[config.mk]
export PLATFORM = sky130hd
export DESIGN_NAME = car_sense
export DESIGN_NICKNAME = d
export VERILOG_FILES = /design/src/rtl/car_sense.sv
export SDC_FILE = /design/constraint.sdc
export NUM_CORES = 1
export LEC_CHECK = 0
export BUFFER_PORTS_ARGS = -buffer_cell sky130_fd_sc_hd__buf_2
export CAP_MARGIN = 15
export CORE_MARGIN = 2
export CORE_UTILIZATION = 40
export DETAILED_ROUTE_END_ITERATION = 10
export HOLD_SLACK_MARGIN = 0.05
export PLACE_DENSITY = 0.61
export SKIP_LAST_GASP = 1
export SLEW_MARGIN = 20
export SYNTH_ARGS = -nofsm -noshare
export SYNTH_HDL_FRONTEND = slang
export SYNTH_SLANG_ARGS = --single-unit
[constraint.sdc]
create_clock -name clk -period 3.5 [get_ports clk]
set_input_delay 0.175 -clock clk [delete_from_list [all_inputs] [get_ports clk]]
set_output_delay 0.175 -clock clk [all_outputs]
set_load 0.1 [all_outputs]
[src/rtl/car_sense.sv]
// car_sense: loop-detector front end (sync, 1 ms tick, debounce) plus request handshake FSM.
// Define CAR_COUNT_EN to add an 8-bit car_count output counting issued requests.
module car_sense #(
  parameter int unsigned TICK_DIV    = 50000,
  parameter int unsigned DEBOUNCE_MS = 20,
  parameter int unsigned STUCK_MS    = 10000
) (
  input  logic       clk,
  input  logic       reset,
  input  logic       sensor_raw,
  input  logic       ew_green,
  output logic       car,
  output logic       present,
  output logic       fault
`ifdef CAR_COUNT_EN
  ,
  output logic [7:0] car_count
`endif
);

  localparam int unsigned TickW  = (TICK_DIV > 1) ? $clog2(TICK_DIV) : 1;
  localparam int unsigned DebW   = (DEBOUNCE_MS > 1) ? $clog2(DEBOUNCE_MS + 1) : 1;
  localparam int unsigned StuckW = (STUCK_MS > 1) ? $clog2(STUCK_MS + 1) : 1;

  localparam logic [TickW-1:0]  TickMax  = TickW'(TICK_DIV - 1);
  localparam logic [DebW-1:0]   DebLast  = DebW'(DEBOUNCE_MS - 1);
  localparam logic [StuckW-1:0] StuckMax = StuckW'(STUCK_MS);

  typedef enum logic [1:0] {
    StIdle,
    StReq,
    StServe,
    StFault
  } state_e;

  logic              sync_meta_q;
  logic              sync_q;
  logic [TickW-1:0]  tick_cnt_q, tick_cnt_d;
  logic              tick;
  logic [DebW-1:0]   deb_cnt_q, deb_cnt_d;
  logic              present_q, present_d;
  logic [StuckW-1:0] stuck_cnt_q, stuck_cnt_d;
  logic              stuck_hit;
  state_e            state_q, state_d;

  // Tick prescaler
  always_comb begin
    tick       = (tick_cnt_q == TickMax);
    tick_cnt_d = tick ? '0 : tick_cnt_q + TickW'(1);
  end

  // Debounce: a mismatch must survive DEBOUNCE_MS ticks; any agreement restarts it.
  always_comb begin
    deb_cnt_d = deb_cnt_q;
    present_d = present_q;
    if (sync_q == present_q) begin
      deb_cnt_d = '0;
    end else if (tick) begin
      if (deb_cnt_q == DebLast) begin
        present_d = sync_q;
        deb_cnt_d = '0;
      end else begin
        deb_cnt_d = deb_cnt_q + DebW'(1);
      end
    end
  end

  // Stuck detector; stuck_hit marks only the cycle the saturation value is reached.
  always_comb begin
    stuck_cnt_d = stuck_cnt_q;
    if (!present_q) begin
      stuck_cnt_d = '0;
    end else if (tick && (stuck_cnt_q != StuckMax)) begin
      stuck_cnt_d = stuck_cnt_q + StuckW'(1);
    end
    stuck_hit = (stuck_cnt_d == StuckMax) && (stuck_cnt_q != StuckMax);
  end

  always_comb begin
    state_d = state_q;
    unique case (state_q)
      StIdle: begin
        if (present_q) begin
          state_d = ew_green ? StServe : StReq;
        end
      end
      StReq: begin
        if (ew_green) begin
          state_d = StServe;
        end
      end
      StServe: begin
        if (!ew_green) begin
          state_d = StIdle;
        end
      end
      StFault: begin
        if (!present_q) begin
          state_d = StIdle;
        end
      end
      default: state_d = StIdle;
    endcase
    // Fault wins over any handshake transition in the same cycle
    if (stuck_hit) begin
      state_d = StFault;
    end
  end

  always_ff @(posedge clk or posedge reset) begin
    if (reset) begin
      sync_meta_q <= 1'b0;
      sync_q      <= 1'b0;
      tick_cnt_q  <= '0;
      deb_cnt_q   <= '0;
      present_q   <= 1'b0;
      stuck_cnt_q <= '0;
      state_q     <= StIdle;
    end else begin
      sync_meta_q <= sensor_raw;
      sync_q      <= sync_meta_q;
      tick_cnt_q  <= tick_cnt_d;
      deb_cnt_q   <= deb_cnt_d;
      present_q   <= present_d;
      stuck_cnt_q <= stuck_cnt_d;
      state_q     <= state_d;
    end
  end

  assign car     = (state_q == StReq);
  assign fault   = (state_q == StFault);
  assign present = present_q;

`ifdef CAR_COUNT_EN
  logic [7:0] car_count_q;
  logic       new_request;

  assign new_request = (state_q == StIdle) && ((state_d == StReq) || (state_d == StServe));

  always_ff @(posedge clk or posedge reset) begin
    if (reset) begin
      car_count_q <= 8'd0;
    end else if (new_request) begin
      car_count_q <= car_count_q + 8'd1;
    end
  end

  assign car_count = car_count_q;
`endif

endmodule

* Word level (Yosys, flattened, before mapping)
Cells that the tools add are included.
** Storage, ports and cells
- Bits in registers :: 40
- Input bits :: 4
- Output and inout port bits :: 3
- Logic and storage cells :: 42
** Operators by class
- Add/subtract/negate cells :: 3
- Equality and inequality tests :: 12
- Multiplexer cells :: 13
- Bitwise operators :: 1
- Reductions and logical operators :: 6
** Operators by type and width (number)
- 14-bit 2-to-1 mux :: 2
- 16-bit by 1-bit adder with 16-bit output, second input constant :: 1
- 16-bit equality test, second input constant :: 1
- 16-bit 2-to-1 mux :: 1
- 5-bit 2-to-1 mux :: 3
- 14-bit by 1-bit adder with 14-bit output, second input constant :: 1
- 14-bit equality test, second input constant :: 1
- 14-bit != test, second input constant :: 1
- 2-bit 2-to-1 mux :: 6
- 2-bit one-hot mux with 4 select lines :: 1
- 3-bit by 2-bit != test with 1-bit output, second input constant :: 2
- 3-bit != test, second input constant :: 2
- 5-bit by 1-bit adder with 5-bit output, second input constant :: 1
- 5-bit equality test, second input constant :: 1
- 2-bit equality test, second input constant :: 2
- 4-bit AND reduction :: 1
- 3-bit AND reduction :: 1
- 2-bit by 1-bit equality test with 1-bit output, second input constant :: 1
- 1-bit logical AND :: 2
- 2-bit zero test :: 1
- 2-bit nonzero test :: 1
- 1-bit equality test :: 1
- 1-bit inverter :: 1

* Logic depth before layout (Yosys ltp)
Gate-level depths: netlist of run 1.
- Depth after elaboration :: 8
- Mapped depth :: 10
- Mapped depth without buffers :: 9

* Worst setup path before layout of run 1
No wires, ideal clock.
- Path kind :: reg-to-reg
- Start point :: reg stuck_cnt_q[0]
- End point :: reg state_q[1]
- Setup time :: 0.076 ns
- Data arrival time :: 2.085 ns
- Required time :: 3.424 ns
- Slack :: 1.338 ns
- Stages on the path, launching flop included :: 11
- Path buffers :: 1
- Clock period less this slack :: 2.162 ns
- Path through :: dfrtp_1 inv_1 ha_1 nor4bb_1 and4_1 buf_2 nor2_1 a31oi_1 a2111oi_2 nand4_1 o21ai_1
** Between the ends
- Cells in the longest elaborated chain, start to end :: 8
- Elaborated cells on any way between the ends :: 13
- Those cells by class :: add/sub (1); eq/ne (6); mux (3); reduce/logical (3)
** RTL lines
- start: declaration :: line 42 : logic [StuckW-1:0] stuck_cnt_q, stuck_cnt_d;
- start signal: assignment :: line 125 : stuck_cnt_q <= stuck_cnt_d;
- parallel branches: the longest is 5 deep, another holds 14-bit by 1-bit adder with 14-bit output
- 1-bit logical AND (*) :: line 76 : stuck_hit = (stuck_cnt_d == StuckMax) && (stuck_cnt_q != StuckMax);
- 3-bit != test (no source line) / 3-bit by 2-bit != test with 1-bit output (equally long branches)
- 4-bit AND reduction (no source line)
- end signal: assignment :: line 118 : state_q <= StIdle;
- end signal: assignment :: line 126 : state_q <= state_d;
- end: declaration :: line 44 : state_e state_q, state_d;
Every way passes the cells marked *.
A chain may end at the register's enable or synchronous reset.

* Worst setup path after layout of run 1
- Start point :: reg tick_cnt_q[0]
- End point :: reg state_q[1]
** Between the ends
- Cells in the longest elaborated chain, start to end :: 8
- Elaborated cells on any way between the ends :: 12
- Those cells by class :: eq/ne (6); mux (3); reduce/logical (3)
** RTL lines
- start: declaration :: line 38 : logic [TickW-1:0] tick_cnt_q, tick_cnt_d;
- start signal: assignment :: line 122 : tick_cnt_q <= tick_cnt_d;
- 16-bit equality test (*) :: line 48 : tick = (tick_cnt_q == TickMax);
- 1-bit logical AND (*) :: line 73 : end else if (tick && (stuck_cnt_q != StuckMax)) begin
- 14-bit 2-to-1 mux (*) :: line 73
- 14-bit 2-to-1 mux (*) :: line 71 : if (!present_q) begin
- 14-bit equality test (*) :: line 76
- 1-bit logical AND (*) :: line 76
- 3-bit != test (no source line) / 3-bit by 2-bit != test with 1-bit output (equally long branches)
- 4-bit AND reduction (no source line)
Every way passes the cells marked *; elsewhere a longest branch is shown, timed or not.

==> results of run 1 <==
layer usage:
| metal | share of wire [%] | up-vias | track usage, % | wire (um) |
|---|---|---|---|---|
| li1 | - | 802 | - | - |
| met1 | 46 | 773 | 20.1 | 1910 |
| met2 | 47 | 39 | 24.6 | 1960 |
| met3 | 4.5 | 12 | 4.65 | 187 |
| met4 | 2.6 | 0 | 6.96 | 108 |
| met5 | 0 | - | 0 | 0 |
cells by family after synthesis:
kind of cell | after synthesis
flip-flops | 40
buffers and inverters | 17
AO/OA/AOI/OAI | 30
adder cells (fa/ha/maj) | 4
XOR/XNOR | 23
AND/OR/NAND/NOR | 107
multiplexers | 3
power by group through the flow:
stage          Clock (mW)  Combinational (mW)  Sequential (mW)
2_1_floorplan           0             0.00911            0.473
3_3_place_gp            0              0.0149            0.473
3_5_place_dp            0              0.0149            0.473
4_1_cts             0.329              0.0166            0.464
5_1_grt             0.354              0.0187            0.464
6_report            0.317              0.0156            0.464
cell usage in the layout (no fill, tap or decap), types with 2 or more instances in the layout:
cell type       n
dfrtp_1        40
nor2_1         27
nand2_1        19
xor2_1         13
nand3_1        12
xnor2_1        10
inv_1           9
and3_1          9
a21oi_1         9
nand4_1         7
o21ai_0         6
clkbuf_8        6
buf_2           6
and2_1          5
ha_1            4
nor2b_1         3
and4_1          3
or4_1           3
o31ai_1         3
a21o_1          3
nor3_1          3
nor4b_1         2
nand2b_1        2
mux2_2          2
nor4_1          2
clkbuf_1        2
dlygate4sd3_1   2
buf_4           2
sequential cells by signal, summed over array words and instances, names as in the netlist:
| signal | flops |
|---|---|
| sync_meta_q | 1 |
| sync_q | 1 |
| tick_cnt_q | 16 |
| deb_cnt_q | 5 |
| state_q | 2 |
| stuck_cnt_q | 14 |
| present | 1 |
repair_timing:
action / CTS / global route
hold buffers: 2 / 0
buffers inserted: 0 / 0
endpoints found under the hold margin: 41 / 0
final cells by class:
class,instances,share of cell area [%]
well taps,70,3.68
inverters,9,1.42
multi-input cells,167,46.3
clock buffers,8,3.78
flip-flops and latches,40,42.0
repair buffers,10,2.73
path summary, 6_finish.rpt:
kind / startpoint / end / slack, ps / depth (start not counted)
worst max-delay path: tick_cnt_q[0] / state_q[1] / 1000 / 8
worst min-delay path: ew_green / state_q[1] / 260 / 4
worst max register to register: tick_cnt_q[0] / state_q[1] / 1000 / 8
worst min register to register: sync_meta_q / sync_q / 350 / 0
max in group asynchronous: reset / stuck_cnt_q[10] / 2620 / 4
min in group asynchronous: reset / tick_cnt_q[1] / 550 / 4
critical path, stage by stage, from the launching register on:
cell	delay, ps
dfrtp_1	380
ha_1	200
and3_1	310
nand4_4	260
nor2_1	390
a31oi_1	190
a2111oi_2	400
nand4_1	170
o21ai_1	110
==> impl_summary.txt, run 1 <==
----------------------------------------------------
[Placed design]
  RePlAce Congestion ... 0.851
  Pre-CTS WS ... between 1000 and 1500 ps
  Placed cell count ... 294
  Placed standard-cell area ... ~0.0023 mm2
  Number of buffers added on ports ... 6
  Final HPWL DP ... between 2000 and 3000 um

[Synthesis]
  Cell accounting for the most synthesized area ... dfrtp_1
  Xor/xnor cell area share of the yosys netlist ... between 9 and 10%
  Proportion of register bits with asynchronous set or reset after synthesis ... between 90% and 100%
  Leading register cell type out of synthesis ... dfrtp_1
  Syn. warnings ... 0
  Portion of the post-synthesis area used by sequential elements ... 45.8%
  Complex-gate fraction of the synthesized area ... under 10%
  Post-Syn Area ... 0.00218 mm2
  Mean instance size in the synthesized netlist ... 9.75 um2
  Number of nets in the synthesized netlist ... about 230
  Adder-cell share of the synthesized area ... between 2 and 2.5%
  Share of Yosys cell area claimed by the top area cell type ... 45.8%
  Synth unique cells ... 47
  Number of flip-flops and latches in the synthesized netlist ... 40
  Gate count of the mapped netlist ... 224
  Number of enable flip-flop cells after synthesis ... 0
  Most used standard cell by instance count after synthesis ... dfrtp_1
  Post-synthesis share of cell area spent on and, or, nand and nor gates ... 28.0%
  Mux contribution to synthesized area ... 1.49%
  Most frequent cells after synthesis ... dfrtp_1, nor2_1, nand2_1
  Dominant cells by area after synthesis ... dfrtp_1, xor2_1, nor2_1, xnor2_1, nand2_1
  Largest family of logic cells by synthesized area ... simple AND/OR/NAND/NOR gates

[Global routing]
  Antenna violations before repair ... 0
  Number of global-route vias before repair ... roughly 1600
  Global-route wire length before repair ... 7470 um
  GR Util All Layers ... 15.7%
  GR Overflow Total ... 0
  Largest net degree at the start of global routing ... 41

[CTS]
  Clock H-tree levels ... 2
  Clock-pin slew of the registers on the worst-case setup and hold paths ... around 70 ps
  Buffer type at the clock tree root ... clkbuf_8
  Clock Sink Count ... 40
  Cts bufs inserted ... 5
  Worst-Skew Late Latency ... approximately 300 ps
  Resized Gates After CTS ... 0
  Clock Tree Buf Depth ... 2
  CTS tree ... done

[Die]
  Row count ... 26
  Full die area ... 0.00607 mm2
  Initial cell density of the core ... between 40 and 50%
  Die width ... 77.9 um
  Height of the die ... 77.9 um
  Top-Level Pins ... 7
  Std-Cell Core Area ... between 0.005 and 0.006 mm2

[Flow run]
  # Max-Cap Violations ... 0

[Cells and area]
  Total area of multi-input combinational cells ... 0.00110 mm2
  Post-route standard cell area excluding fillers ... 0.00238 mm2
  Number of standard cells in the final layout excluding fillers ... 304
  Post-layout utilization of the core ... approximately 46%
  Layout Nets ... 241
  Growth of design area from synthesis to finish ... 9.05%
  Fill cell count ... 481
  Area used by sequential logic in the layout ... between 0.001 and 0.0015 mm2
  Number of diodes ... 0
  Proportion of layout cells with a drive suffix above 1 ... 10.7%

[Critical path]
  Crit path kind ... reg -> reg
  Data required time at the worst endpoint ... 3720 ps
  Startpoint types ... flop
  Type of destination of the critical path ... flop
  Crit-path max FO ... 15
  Data arrival time at the worst-slack endpoint ... 2720 ps

[Outcome]
  Outcome ... finished, final reports clean

[Pwr]
  Share of power burned in the clock network ... 39.8%
  Reported net switching power ... 168 uW
  Power density over the cells ... 335 mW/mm2
  Post-layout power ... around 800 uW
  Share of power burned in registers ... 58.2%
  Combinational share of power ... 2.0%
  Leakage power summed over all cells ... 1.05 nW
  Switching part of the total ... 21.1%
  IR Drop Worst-Case VDD ... between 0.15 and 0.2 mV
  Int Power ... 628 uW

[Detailed routing]
  First-pass DRT Iterations ... 4
  Average routed wire per standard cell ... 13.7 um
  Detailed-route via count ... about 1600
  Residual DRC count ... 0
  Post-DR vias/cell ... 5.35
  Antenna-violating nets left ... 0
  Violation count after the first detailed-route iteration ... 124
  Total Routed Length ... ~4200 um

[STA]
  Hold slack ... 264 ps
  Clk_skew ... 4.84 ps
  Worst relative slew slack ... 67.2%
  Fraction of the cycle the final worst path needs ... 71.4%
  Transition time at the pin with the least slew margin ... 492 ps
  Max Fclk ... between 400 and 500 MHz
  Max-slew violation count ... 0
  Tmin final ... about 2500 ps
  Setup Viol. Count Final ... 0
  Unrepaired setup endpoints after global routing ... false
  Post-route setup TNS ... 0 ps
  Number of endpoints with negative hold slack in the final report ... 0
  Crit path setup slack, layout ... 1000 ps

[Hold path]
  Worst hold path class ... in -> reg

----------------------------------------------------
(Power assumes the default switching activity.)
==> inputs of run 2 (changes only) <==
==> constraint.sdc (replaced) <==
create_clock -name clk -period 2.4 [get_ports clk]
set_input_delay 0.12 -clock clk [delete_from_list [all_inputs] [get_ports clk]]
set_output_delay 0.12 -clock clk [all_outputs]
set_load 0.1 [all_outputs]
==> run 2 against run 1 <==
Clock skew shrank 1.6 ps. Register-to-register slack lost 840 ps. Utilization grew 3.1 points. Global-route usage shrank 0.81 points. Design area grew 6.8%. Sequential power grew 46%. First-iteration DRC count shrank 12%. Clock-buffer cell count shrank 2. Non-clock buffer count grew 15. Power grew 60%. Worst setup slack lost 840 ps. Largest power group unchanged.
==> impl_summary.txt, run 2 (synthesis results as in run 1) <==
----------------------------------------------------
[Outcome]
  Outcome ... finished, final reports clean

[Placed design]
  Number of buffers added on ports ... 6 (unchanged)
  Placed cell count ... 307 (+4.4%)
  Final HPWL DP ... 2960 um (+7.5%)
  RePlAce Congestion ... 0.887 (+4.2%)
  Placed standard-cell area ... 0.00237 mm2 (+4.3%)

[Detailed routing]
  Post-DR vias/cell ... 5.23 (-2.2%)
  Residual DRC count ... 0 (unchanged)
  Violation count after the first detailed-route iteration ... 109 (-12%)
  Detailed-route via count ... 1669 (+2.6%)
  Total Routed Length ... 4170 um (about the same)
  Average routed wire per standard cell ... 13.1 um (-4.8%)
  First-pass DRT Iterations ... 4 (unchanged)
  Antenna-violating nets left ... 0 (unchanged)

[Cells and area]
  Post-route standard cell area excluding fillers ... 0.00254 mm2 (+6.8%)
  Total area of multi-input combinational cells ... 0.00112 mm2 (+1.6%)
  Registers with the most flip-flops ... tick_cnt_q x16, stuck_cnt_q x14, deb_cnt_q x5
  Most frequent standard cell in the layout excluding fill and tap cells ... dfrtp_1
  Growth of design area from synthesis to finish ... 16.4%
  Proportion of layout cells with a drive suffix above 1 ... 18.5% (+7.8 points)
  Number of diodes ... 0 (unchanged)
  Fill cell count ... 463 (-3.7%)
  Flip-flop count of the largest register, all copies and words added ... 16 (unchanged)
  Top library cells by usage in the layout, fill and taps aside ... dfrtp_1, nor2_1, nand2_1, buf_4, xor2_1
  Largest register by flop count ... tick_cnt_q
  Number of standard cells in the final layout excluding fillers ... 319 (+4.9%)
  Area used by sequential logic in the layout ... 0.00100 mm2 (unchanged)
  Layout Nets ... 256 (+6.2%)

[Pwr]
  Combinational share of power ... 1.8% (-0.2 points)
  IR Drop Worst-Case VDD ... 0.403 mV (+120%)
  Reported net switching power ... 256 uW (+52%)
  Switching part of the total ... 20.0% (-1.1 points)
  Int Power ... 1.02 mW (+63%)
  Power density over the cells ... 503 mW/mm2 (+50%)
  Share of power burned in the clock network ... 45.3% (+5.5 points)
  Leakage power summed over all cells ... 1.15 nW (+9.1%)
  Share of power burned in registers ... 52.9% (-5.3 points)

[CTS]
  Clock H-tree levels ... 2 (unchanged)
  Buffer type at the clock tree root ... clkbuf_8
  Clock Sink Count ... 40 (unchanged)
  Worst-Skew Late Latency ... 280 ps (-20 ps)
  Clock-pin slew of the registers on the worst-case setup and hold paths ... 80 ps (about the same)
  Cts bufs inserted ... 5 (unchanged)
  Clock Tree Buf Depth ... 2 (unchanged)
  CTS tree ... done

[Critical path]
  Data required time at the worst endpoint ... 2610 ps (-1110 ps)
  Crit path kind ... reg -> reg
  Data arrival time at the worst-slack endpoint ... 2450 ps (-270 ps)
  Crit-path max FO ... 8 (-7)
  Type of destination of the critical path ... flop
  Startpoint types ... flop

[Die]
  Initial cell density of the core ... 42.2% (unchanged)
  Top-Level Pins ... 7 (unchanged)
  Die width ... 77.9 um (unchanged)
  Full die area ... 0.00607 mm2 (unchanged)
  Height of the die ... 77.9 um (unchanged)
  Std-Cell Core Area ... 0.00517 mm2 (unchanged)
  Row count ... 26 (unchanged)

[STA]
  Tmin final ... 2240 ps (-261 ps)
  Fraction of the cycle the final worst path needs ... 93.2% (+22 points)
  Max Fclk ... 447 MHz (+12%)
  Clk_skew ... 3.21 ps (-1.63 ps)
  Number of endpoints with negative hold slack in the final report ... 0 (unchanged)
  Worst relative slew slack ... 67.2% (+0.074 points)
  Max-slew violation count ... 0 (unchanged)
  Transition time at the pin with the least slew margin ... 491 ps (-1.10 ps)
  Setup Viol. Count Final ... 0 (unchanged)
  Post-route setup TNS ... 0 ps (unchanged)

[Global routing]
  Largest net degree at the start of global routing ... 41 (unchanged)
  Global-route wire length before repair ... 7150 um (-4.3%)
  Number of global-route vias before repair ... 1487 (-7.9%)
  GR Overflow Total ... 0 (unchanged)
  GR Util All Layers ... 14.9% (-0.81 points)
  Antenna violations before repair ... 0 (unchanged)

[Hold path]
  Worst hold path class ... in -> reg

[Flow run]
  # Max-Cap Violations ... 0 (unchanged)

----------------------------------------------------
run 2: per-stage QoR:
step / hold WS (ps) / power, mW / util (%) / worst slack [ps]
6_report: 233 / 1.28 / 49.2 / 163
5_1_grt: 248 / 1.33 / 49.2 / -0.572
4_1_cts: 215 / 1.30 / 48.5 / 46.0
3_3_place_gp: 230 / 0.711 / 45.8 / 136
3_5_place_dp: 231 / 0.711 / 45.8 / 74.0
2_1_floorplan: 151 / 0.702 / - / 238
run 2: final cells by class:
class                           count  share of cell area (%)
Timing Repair Buffer               25                    6.99
Clock buffer                        6                    3.25
Inverter                            9                    1.33
Sequential cell                    40                    39.4
Multi-Input combinational cell    167                    44.1
Tap cell                           70                    3.44
Clock inverter                      2                    1.53
run 2: timing repair:
action,CTS,global route
gates resized for setup,0,6
setup buffers,0,2
endpoints found under the hold margin,41,0
setup endpoints to repair,0,2
hold buffers,2,0
run 2: path summary, 6_finish.rpt:
kind                               start             end  slack [ps]  depth (start not counted)
max                        tick_cnt_q[0]      state_q[1]         160                          9
min                             ew_green      state_q[1]         230                          4
max reg2reg                tick_cnt_q[0]      state_q[1]         160                          9
min reg2reg                  sync_meta_q          sync_q         350                          0
max in group asynchronous          reset  stuck_cnt_q[5]        1560                          4
min in group asynchronous          reset     sync_meta_q         490                          4
run 2: metal layers:
layer | GRT usage, % | share of wire, % | vias up
met2 | 22.6 | 45 | 24
met3 | 3.49 | 3.0 | 2
met4 | 3.21 | 0.36 | 0
li1 | - | - | 832
met5 | 0 | 0 | -
met1 | 21.7 | 52 | 811
run 2: power by group through the flow:
stage | logic [mW] | registers [mW] | clock network (mW)
3_5_place_dp | 0.0216 | 0.689 | 0
4_1_cts | 0.0243 | 0.676 | 0.600
6_report | 0.0228 | 0.676 | 0.579
2_1_floorplan | 0.0133 | 0.689 | 0
5_1_grt | 0.0275 | 0.676 | 0.626
3_3_place_gp | 0.0217 | 0.689 | 0
run 2: critical path: stages (launching register included):
cell	delay, ps
dfrtp_1	380
ha_1	200
and3_1	250
nand4_4	190
buf_4	230
nor2_1	170
a31oi_1	140
a2111oi_2	330
nand4_1	170
o21ai_1	110
==> inputs of run 3 (changes only) <==
--- a/config.mk
+++ b/config.mk
@@ -7,11 +7,13 @@
 export LEC_CHECK = 0
 export BUFFER_PORTS_ARGS = -buffer_cell sky130_fd_sc_hd__buf_2
 export CAP_MARGIN = 15
+export CELL_PAD_IN_SITES_DETAIL_PLACEMENT = 0
+export CELL_PAD_IN_SITES_GLOBAL_PLACEMENT = 1
 export CORE_MARGIN = 2
 export CORE_UTILIZATION = 40
 export DETAILED_ROUTE_END_ITERATION = 10
 export HOLD_SLACK_MARGIN = 0.05
-export PLACE_DENSITY = 0.61
+export PLACE_DENSITY = 0.73
 export SKIP_LAST_GASP = 1
 export SLEW_MARGIN = 20
 export SYNTH_ARGS = -nofsm -noshare
==> run 3 against run 2 <==
Sequential share of layout area grew 1.3 points. Worst hold slack got worse by 30 ps. Sequential power barely moved. Cell count is 2.2% lower. Clock-buffer cell count grew 1. Utilization is 1.5 points lower. Critical path depth decreased by 2. Largest power group unchanged.
==> impl_summary.txt, run 3 (synthesis results as in run 1) <==
----------------------------------------------------
[CTS]
  Clock Tree Buf Depth ... 2 (unchanged)
  Cts bufs inserted ... 5 (unchanged)
  Clock-pin slew of the registers on the worst-case setup and hold paths ... 80 ps (about the same)
  Clock H-tree levels ... 2 (unchanged)
  CTS tree ... done
  Buffer type at the clock tree root ... clkbuf_8
  Clock Sink Count ... 40 (unchanged)
  Worst-Skew Late Latency ... 290 ps (about the same)

[Critical path]
  Crit path kind ... reg -> reg
  CP top delay family ... simple AND/OR/NAND/NOR gates
  CP max stage delay ... 550 ps (+170 ps)
  Total stage count of the critical path ... 7 (-2)
  Capture point of the worst path ... state_q[1]
  End of the worst register-to-register path ... state_q[1]
  Slack of the worst reg-to-reg path ... 200 ps (+40 ps)
  Data required time at the worst endpoint ... 2590 ps (-20 ps)
  Worst-case reg-to-reg path depth ... 7 (-2)
  Startpoint types ... flop
  Sequence of cells on the critical path ... nor4b_4 > nand4_4 > or4_1 > a21oi_1 > nor3b_1 > nand4_1 > o21ai_1
  Critical Path Source ... tick_cnt_q[7]
  CP max stage cell ... or4_1
  Type of destination of the critical path ... flop
  Crit-path max FO ... 9 (+1)
  Data arrival time at the worst-slack endpoint ... 2390 ps (-60 ps)
  Count of buffering cells on the critical path with inverters included ... 0 (-1)
  Launch instance of the worst register-to-register path ... tick_cnt_q[7]

[Cells and area]
  Top library cells by usage in the layout, fill and taps aside ... dfrtp_1, nor2_1, nand2_1, xor2_1, nand3_1
  Layout Nets ... 249 (-2.7%)
  Growth of design area from synthesis to finish ... 12.8%
  Registers with the most flip-flops ... tick_cnt_q x16, stuck_cnt_q x14, deb_cnt_q x5
  Post-layout utilization of the core ... 47.6% (-1.5 points)
  Proportion of layout cells with a drive suffix above 1 ... 15.3% (-3.2 points)
  Number of diodes ... 0 (unchanged)
  Largest register by flop count ... tick_cnt_q
  Flip-flop count of the largest register, all copies and words added ... 16 (unchanged)
  Most frequent standard cell in the layout excluding fill and tap cells ... dfrtp_1

[Pwr]
  Switching part of the total ... 22.0% (+1.9 points)
  Combinational share of power ... 2.0% (+0.2 points)
  Int Power ... 915 uW (-10%)
  Leakage power summed over all cells ... 1.09 nW (-4.8%)
  Power density over the cells ... 476 mW/mm2 (-5.2%)
  Share of power burned in the clock network ... 40.4% (-4.9 points)
  Share of power burned in registers ... 57.6% (+4.7 points)
  Reported net switching power ... 258 uW (+0.71%)
  IR Drop Worst-Case VDD ... 0.257 mV (-36%)

[STA]
  Worst relative slew slack ... 66.3% (-0.92 points)
  Fraction of the cycle the final worst path needs ... 91.8% (-1.5 points)
  Number of endpoints with negative hold slack in the final report ... 0 (unchanged)
  Max-slew violation count ... 0 (unchanged)
  Clk_skew ... 8.63 ps (+5.42 ps)
  Transition time at the pin with the least slew margin ... 505 ps (+13.8 ps)
  Unrepaired setup endpoints after global routing ... false
  Max Fclk ... 454 MHz (+1.6%)
  Tmin final ... 2200 ps (-35.3 ps)
  Post-route setup TNS ... 0 ps (unchanged)
  Setup Viol. Count Final ... 0 (unchanged)

[Global routing]
  GRT met1 Usage ... 20.4% (-1.3 points)
  Busiest layer in global routing ... met2
  Antenna violations before repair ... 0 (unchanged)
  GR Overflow Total ... 0 (unchanged)
  Number of global-route vias before repair ... 1592 (+7.1%)
  Global-route wire length before repair ... 7500 um (+4.9%)
  Fraction of met2 tracks used by global routing ... 24.8% (+2.2 points)
  GR Util All Layers ... 15.7% (+0.74 points)
  Largest net degree at the start of global routing ... 41 (unchanged)
  GR Layer Usage met3 ... 3.72% (+0.23 points)

[Detailed routing]
  Average routed wire per standard cell ... 13.6 um (+3.9%)
  Post-DR vias/cell ... 5.11 (-2.3%)
  Residual DRC count ... 0 (unchanged)
  Antenna-violating nets left ... 0 (unchanged)
  Total Routed Length ... 4230 um (+1.6%)
  Detailed-route via count ... 1595 (-4.4%)
  First-pass DRT Iterations ... 4 (unchanged)
  Violation count after the first detailed-route iteration ... 111 (+1.8%)

[Placed design]
  Final HPWL DP ... 2980 um (+0.78%)
  RePlAce Congestion ... 0.866 (-2.3%)
  Number of buffers added on ports ... 6 (unchanged)

[Die]
  Full die area ... 0.00607 mm2 (unchanged)
  Top-Level Pins ... 7 (unchanged)
  Die width ... 77.9 um (unchanged)
  Height of the die ... 77.9 um (unchanged)
  Initial cell density of the core ... 42.2% (unchanged)
  Row count ... 26 (unchanged)
  Std-Cell Core Area ... 0.00517 mm2 (unchanged)

[Flow run]
  # Max-Cap Violations ... 0 (unchanged)

[Hold path]
  Worst hold path class ... in -> reg

[Outcome]
  Outcome ... finished, final reports clean

----------------------------------------------------
## run 3: cell types whose count changed in the layout (fill, tap and decap cells not counted)
cell | previous run | this run
clkbuf_1 | 0 | 1
buf_4 | 17 | 10
bufinv_16 | 1 | 0
and4_4 | 2 | 1
nor4bb_2 | 1 | 0
and4_2 | 0 | 1
nor4bb_1 | 0 | 1
clkinvlp_4 | 0 | 1
clkinv_4 | 1 | 0
nor4_2 | 1 | 0
nor4_4 | 0 | 1
## run 3: metal layers
layer | up-vias | share of wire, %
li1 | 819 | -
met1 | 748 | 50
met2 | 20 | 46
met3 | 8 | 2.7
met4 | 0 | 1.5
met5 | - | 0
## run 3: tightest hold or removal path: cells and delay by family
kind | cells | cell delay, ps
AO/OA/AOI/OAI | 2 | 210
AND/OR/NAND/NOR | 1 | 40
buffers and inverters | 1 | 90
## run 3: worst min-delay path by stage
stage | startpoint | end | slack (ps) | cells past startpoint
5_1_grt | ew_green | state_q[1] | 230 | 4
3_3_place_gp | sensor_raw | sync_meta_q | 230 | 1
6_report | ew_green | state_q[1] | 200 | 4
3_5_place_dp | sensor_raw | sync_meta_q | 230 | 1
4_1_cts | ew_green | state_q[1] | 200 | 4
2_1_floorplan | sensor_raw | sync_meta_q | 150 | 0
## run 3: layout make-up
class,count,area [um2]
Inverter,9,33.8
Clock inverter,1,7.51
Tap cell,70,87.6
Sequential cell,40,1000
Fill cell,484,2710
Multi-Input combinational cell,167,1120
Timing Repair Buffer,18,125
Clock buffer,7,86.3
## run 3: power groups by stage
stage	Clock, mW	Sequential, mW	Combinational [mW]
finish	0.475	0.676	0.0230
global placement	0	0.689	0.0221
global route	0.519	0.676	0.0276
detailed placement	0	0.689	0.0220
CTS	0.494	0.676	0.0244
floorplan	0	0.689	0.0133
## run 3: what timing repair did
| action | in CTS | in global routing |
|---|---|---|
| hold buffers | 2 | 0 |
| resized for setup | 0 | 5 |
| buffers inserted | 0 | 0 |
| setup endpoints to repair | 0 | 2 |
| endpoints found under the hold margin | 41 | 0 |
## run 3: metrics by stage
step                      total power [mW]  cells  cell area, um2  hold WS, ps  setup WS [ps]
after floorplan                      0.702    224            2180          151            238
after global placement               0.711    302            2330          229            129
after detailed placement             0.711    302            2330          232            128
after CTS                             1.19    312            2440          196            111
after global routing                  1.22    312            2460          226           4.93
final                                 1.17    312            2460          204            198
